### src/rtl/agu_config_queue.sv
// Descriptor FIFO feeding the AGU one job at a time; start pulse 2 cycles after a push into an idle, empty queue.
// cfg_ready drops only when the FIFO is full; a job completes on agu_done.
module agu_config_queue #(
  parameter int IDX_W  = 8,
  parameter int TRIP_W = 8,
  parameter int LIM_W  = 6,
  parameter int KSIZE  = 3,
  parameter int DEPTH  = 2
) (
  input  logic                       clk,
  input  logic                       rst,
  input  logic                       cfg_valid,
  output logic                       cfg_ready,
  input  logic [1:0]                 mode,
  input  logic [IDX_W-1:0]           idx_cnt,
  input  logic [TRIP_W-1:0]          trip_cnt,
  input  logic                       is_new,
  input  logic [3:0]                 pad_code,
  input  logic                       cut_y,
  input  logic                       agu_done,
  output logic [1:0]                 conf_mode,
  output logic [IDX_W-1:0]           conf_idx_cnt,
  output logic [TRIP_W-1:0]          conf_trip_cnt,
  output logic                       conf_is_new,
  output logic                       conf_pad_u,
  output logic                       conf_pad_l,
  output logic [LIM_W-1:0]           conf_lim_r,
  output logic [LIM_W-1:0]           conf_lim_d,
  output logic [LIM_W-1:0]           conf_row_cnt,
  output logic                       start_fc,
  output logic                       start_conv,
  output logic                       busy,
  output logic [$clog2(DEPTH):0]     cfg_level
);

  localparam int PTR_W = $clog2(DEPTH);
  localparam int LVL_W = PTR_W + 1;

  typedef struct packed {
    logic [1:0]        mode;
    logic [IDX_W-1:0]  idx_cnt;
    logic [TRIP_W-1:0] trip_cnt;
    logic              is_new;
    logic [3:0]        pad_code;
    logic              cut_y;
  } desc_t;

  typedef enum logic [1:0] {IDLE, ISSUE, RUN} state_t;

  desc_t            mem_q [DEPTH];
  desc_t            in_desc;
  desc_t            head;
  logic [PTR_W-1:0] wr_ptr_q, rd_ptr_q;
  logic [LVL_W-1:0] level_q;
  state_t           state_q, state_d;
  logic             push, pop;

  logic [1:0]        conf_mode_q;
  logic [IDX_W-1:0]  conf_idx_cnt_q;
  logic [TRIP_W-1:0] conf_trip_cnt_q;
  logic              conf_is_new_q, conf_pad_u_q, conf_pad_l_q;
  logic [LIM_W-1:0]  conf_lim_r_q, conf_lim_d_q, conf_row_cnt_q;
  logic [LIM_W-1:0]  lim_r_d, lim_d_d, row_cnt_d;
  logic [LIM_W-1:0]  trip_l, half_l, odd_l, pu_l, pd_l, cut_l, k_l;
  logic              unused_pad3;

  assign in_desc = '{mode: mode, idx_cnt: idx_cnt, trip_cnt: trip_cnt,
                     is_new: is_new, pad_code: pad_code, cut_y: cut_y};
  assign head    = mem_q[rd_ptr_q];

  // Ready looks at occupancy only, so a same-cycle pop never frees a slot early.
  assign cfg_ready = (level_q != LVL_W'(DEPTH));
  assign push      = cfg_valid && cfg_ready;
  assign cfg_level = level_q;

  always_ff @(posedge clk) begin
    if (push) mem_q[wr_ptr_q] <= in_desc;
  end

  always_ff @(posedge clk) begin
    if (rst) begin
      wr_ptr_q <= '0;
      rd_ptr_q <= '0;
      level_q  <= '0;
    end else begin
      if (push) wr_ptr_q <= wr_ptr_q + PTR_W'(1);
      if (pop)  rd_ptr_q <= rd_ptr_q + PTR_W'(1);
      case ({push, pop})
        2'b10:   level_q <= level_q + LVL_W'(1);
        2'b01:   level_q <= level_q - LVL_W'(1);
        default: level_q <= level_q;
      endcase
    end
  end

  // Limit arithmetic is deliberately modulo 2^LIM_W.
  assign trip_l    = LIM_W'(head.trip_cnt);
  assign half_l    = LIM_W'(head.trip_cnt >> 1);
  assign odd_l     = LIM_W'(head.trip_cnt[0]);
  assign pu_l      = LIM_W'(head.pad_code[0]);
  assign pd_l      = LIM_W'(head.pad_code[1]);
  assign cut_l     = LIM_W'(head.cut_y);
  assign k_l       = LIM_W'(KSIZE);
  assign row_cnt_d = half_l + odd_l - LIM_W'(1);
  assign lim_d_d   = k_l - pu_l - pd_l - cut_l;
  assign lim_r_d   = trip_l + k_l - LIM_W'(2) - pu_l - pd_l;
  assign unused_pad3 = head.pad_code[3];

  always_ff @(posedge clk) begin
    if (rst) state_q <= IDLE;
    else     state_q <= state_d;
  end

  always_comb begin
    state_d = state_q;
    pop     = 1'b0;
    case (state_q)
      IDLE: begin
        if (level_q != '0) begin
          pop     = 1'b1;
          state_d = ISSUE;
        end
      end
      ISSUE:   state_d = RUN;
      RUN:     if (agu_done) state_d = IDLE;
      default: state_d = IDLE;
    endcase
  end

  always_ff @(posedge clk) begin
    if (rst) begin
      conf_mode_q     <= '0;
      conf_idx_cnt_q  <= '0;
      conf_trip_cnt_q <= '0;
      conf_is_new_q   <= 1'b1;
      conf_pad_u_q    <= 1'b0;
      conf_pad_l_q    <= 1'b0;
      conf_lim_r_q    <= '0;
      conf_lim_d_q    <= '0;
      conf_row_cnt_q  <= '0;
    end else if (pop) begin
      conf_mode_q     <= head.mode;
      conf_idx_cnt_q  <= head.idx_cnt;
      conf_trip_cnt_q <= head.trip_cnt;
      conf_is_new_q   <= head.is_new;
      conf_pad_u_q    <= head.pad_code[0];
      conf_pad_l_q    <= head.pad_code[2];
      conf_lim_r_q    <= lim_r_d;
      conf_lim_d_q    <= lim_d_d;
      conf_row_cnt_q  <= row_cnt_d;
    end
  end

  assign conf_mode     = conf_mode_q;
  assign conf_idx_cnt  = conf_idx_cnt_q;
  assign conf_trip_cnt = conf_trip_cnt_q;
  assign conf_is_new   = conf_is_new_q;
  assign conf_pad_u    = conf_pad_u_q;
  assign conf_pad_l    = conf_pad_l_q;
  assign conf_lim_r    = conf_lim_r_q;
  assign conf_lim_d    = conf_lim_d_q;
  assign conf_row_cnt  = conf_row_cnt_q;
  assign start_fc      = (state_q == ISSUE) &&  conf_mode_q[0];
  assign start_conv    = (state_q == ISSUE) && !conf_mode_q[0];
  assign busy          = (state_q != IDLE) || (level_q != '0);

endmodule

### config.mk
export PLATFORM = sky130hd
export DESIGN_NAME = agu_config_queue
export DESIGN_NICKNAME = d
export VERILOG_FILES = /design/src/rtl/agu_config_queue.sv
export SDC_FILE = /design/constraint.sdc
export NUM_CORES = 1
export LEC_CHECK = 0
export ABC_AREA = 1
export CORE_UTILIZATION = 55
export DETAILED_ROUTE_END_ITERATION = 10
export GPL_TIMING_DRIVEN = 0
export PLACE_DENSITY = 0.81
export SLEW_MARGIN = 10
export SYNTH_ARGS = -nofsm -noshare
export SYNTH_HDL_FRONTEND = slang
export SYNTH_SLANG_ARGS = --single-unit
### constraint.sdc
create_clock -name clk -period 5.6 [get_ports clk]
set_clock_uncertainty 0.15 [all_clocks]
set_input_delay 1.12 -clock clk [delete_from_list [all_inputs] [get_ports clk]]
set_output_delay 1.12 -clock clk [all_outputs]
set_load 0.005 [all_outputs]
==> results.md <==
* Outcome: finished, final reports clean
* DRC at 0
* Setup crit end: start_fc
* Num Clock Sinks at 88
* Flop-to-flop setup slack at slightly below 3 ns
* Post-synthesis mux area share at 0%
* Reg-to-Reg End: conf_lim_r[5]$_SDFFE_PP0P_
* Wirelength per Cell at ~14 microns
* Std-Cell Rows at 29
* Post-Synth Simple-Gate Area at between 10% and 20%
* Post-synth EDFFs at 46
* Synth Register Bits at 88
* First-pass GRT wire length at between 10000 and 15000 microns
* Syn Area/Cell at slightly below 10 sq um
* Hold Startpoint: rd_ptr_q$_SDFFE_PP0P_
* HP Class: flop to flop
* GPL Wtd Cong at 0.874
* Post-synthesis cell count at approximately 380
* PwrDens at between 500 and 600 mW/mm^2
* VDD IR max at slightly above 0.3 mV
* Antenna violations before repair at 0
* Register area share after synthesis at 60.8%
* Largest family of logic cells by synthesized area: simple AND/OR/NAND/NOR gates
* Critical path required time at 4.33 ns
* Antenna viol nets, final at 0
* Die ar. at about 0.0070 sq mm
* Initial DRC count at approximately 130
* Total GRT Usage at a little under a quarter
* Largest net degree at the start of global routing at 16
* Fillers at ~460
* Cts hold-fix bufs at 0
* Max Clock Freq at ~350 MHz
* Post-DR vias/cell at just over 5
* Worst slack, placed at 2.61 ns
* H-tree Lvls at 3
* Port buffer count at between 60 and 70
* Clock tree buffer depth at 2
* Worst-path clk slew at roughly 0.080 ns
* Slew HR at around 56%
* Vias at 2731
* Min Tclk post-route at just under 3 ns
* Crit path from: state_q[0]$_SDFFE_PP0P_
* LEAKAGE at 1.96 nW
* ANT cells at 0
* Length in cells of the worst reg-to-reg path at 16
* Worst setup SP type: flop
* Crit Path Class: flop to primary output
* Max Cap Violations at 0
* Final Cycle Share at about half
* Detailed Routing Iterations Pass 1 at 4
* TNS Setup at 0 ns
* Vias in the first global route at 2593
* Post-CTS setup buffer count at 0
* Yosys warns at 0
* P&R area growth vs syn at 28.2%
* Worst Max-Slew Pin Slew at about 0.66 ns
* Final Net Count at about 510
* Xor-xnor portion of the synthesized cell area at less than 1%
* RSZ-0062 raised after global routing: false
* CTS tree: done
* Die Ht at roughly 84 microns
* Initial Util at a little under three fifths
* Detailed Place HPWL at 5170 microns
* Core Region at 0.00639 sq mm
* Layout cells sized above 1 at a little under a tenth
* CP max FO at 3
* Final hold vios at 0
* I/O pin cnt at 73
* Post-synthesis adder-cell area fraction at a little over 6%
* Final setup violating endpoints at 0
* Post-synth ARST share at 0%
* CP arrival at approximately 1.6 ns
* Setup ws final at 2.71 ns
* CP Capture Type: primary output
* Cell variety after synth at 24
* Compound-cell area share of the yosys netlist at approximately 7.5%
* Ys flop type: edfxtp_1
* Die width at around 84 microns
* # resized after CTS at 0
* GR Overflow Total at 0
* Synth Cell Area at 0.00366 sq mm
* WL final at between 7000 and 8000 microns
* Clk_lat worst skew at approximately 0.35 ns
* Clock root buffer: clkbuf_8
* Final Max Tran Viols at 0
* Num CTS Buffers at 9
## cell usage in the layout (no fill, tap or decap), types with 2 or more instances in the layout
| cell | count |
|---|---|
| a21oi_1 | 18 |
| nand3_1 | 8 |
| dfxtp_1 | 42 |
| buf_6 | 8 |
| bufinv_16 | 2 |
| o21ai_0 | 17 |
| clkbuf_1 | 2 |
| ha_1 | 15 |
| clkinvlp_4 | 2 |
| o21ai_1 | 18 |
| inv_1 | 23 |
| fa_1 | 2 |
| clkdlybuf4s50_1 | 67 |
| buf_4 | 6 |
| buf_2 | 4 |
| conb_1 | 4 |
| inv_6 | 2 |
| edfxtp_1 | 46 |
| nor3_1 | 2 |
| inv_2 | 5 |
| nand2_1 | 92 |
| nor2_1 | 60 |
| clkbuf_8 | 9 |
| nor2_2 | 2 |
| buf_8 | 2 |
## power by group
group / leakage (nW) / switching, mW / internal (mW)
logic: 1.08 / 0.611 / 0.498
registers: 0.777 / 0.0662 / 0.828
clock network: 0.102 / 0.225 / 0.252
## cell type report
cell class                      count  area (sq um)  share of cell area, %
Tap cell                           77          96.3                   2.06
Sequential cell                    88          2220                   47.4
Inverter                           28           105                   2.24
Multi-Input combinational cell    244          1180                   25.3
Clock buffer                        9           124                   2.64
Buffer                             20           163                   3.47
Clock inverter                      6          92.6                   1.98
Timing Repair Buffer               69           701                   14.9
## routing by layer
layer | part of all wire, % | vias up | global-route usage, %
li1 | - | 1381 | -
met1 | 43 | 1245 | 28.2
met2 | 49 | 84 | 38.5
met3 | 4.7 | 21 | 3.66
met4 | 3.5 | 0 | 10.9
met5 | 0 | - | 0
## stage by stage
step	cell area, sq um	instances	power, mW	util [%]	hold slack, ns
CTS	4690	541	2.49	73.4	0.308
floorplan	3670	380	1.60	-	0.281
detailed placement	4470	526	2.01	70.0	0.299
global placement	4440	524	1.97	69.5	0.290
finish	4690	541	2.48	73.4	0.328
global route	4690	541	2.67	73.4	0.333
## cell usage after synthesis (all sizes together) (2+ instances only)
master | n | area (sq um)
ha | 15 | 188
clkbuf | 2 | 7.51
nand3 | 8 | 40.0
nor3 | 2 | 10.0
o21ai | 35 | 175
a21oi | 18 | 90.1
edfxtp | 46 | 1380
fa | 2 | 40.0
nor2 | 62 | 233
inv | 28 | 105
nand2 | 93 | 352
or2 | 2 | 12.5
dfxtp | 42 | 841
buf | 18 | 155
## how the worst min path moves through the flow
stage                                        to  slack [ns]  cells after the start
after detailed placement                   flop        0.30                      1
after CTS                                  flop        0.31                      1
after floorplan                            flop        0.28                      1
final                                      flop        0.33                      1
after global placement                     flop        0.29                      1
after global routing      rd_ptr_q$_SDFFE_PP0P_        0.33                      1
## worst max-delay path, cell delays in order, from the launching register on
cell	delay (ns)
dfxtp_1	0.34
inv_1	0.05
or2_2	0.29
nor2_1	0.09
clkdlybuf4s50_1	0.50
## state kept, by name, indices dropped and copies added, names as in the netlist, 2 cells and up, named ones only
register       cells
cfg_level          2
conf_mode          2
conf_idx_cnt       8
state_q            2
conf_row_cnt       6
conf_trip_cnt      8
conf_lim_r         6
mem_q             46
conf_lim_d         2
## cells by family (layout without fill, tap and decap cells)
family	Yosys count	after routing
buffers and inverters	48	132
and+or+nand+nor	168	168
other	1	4
xor gates and xnor gates	1	1
DFF	88	88
AOI/OAI and AO/OA	54	54
adders and majority gates	17	17
Note: power is estimated with default switching activity, not from simulation.
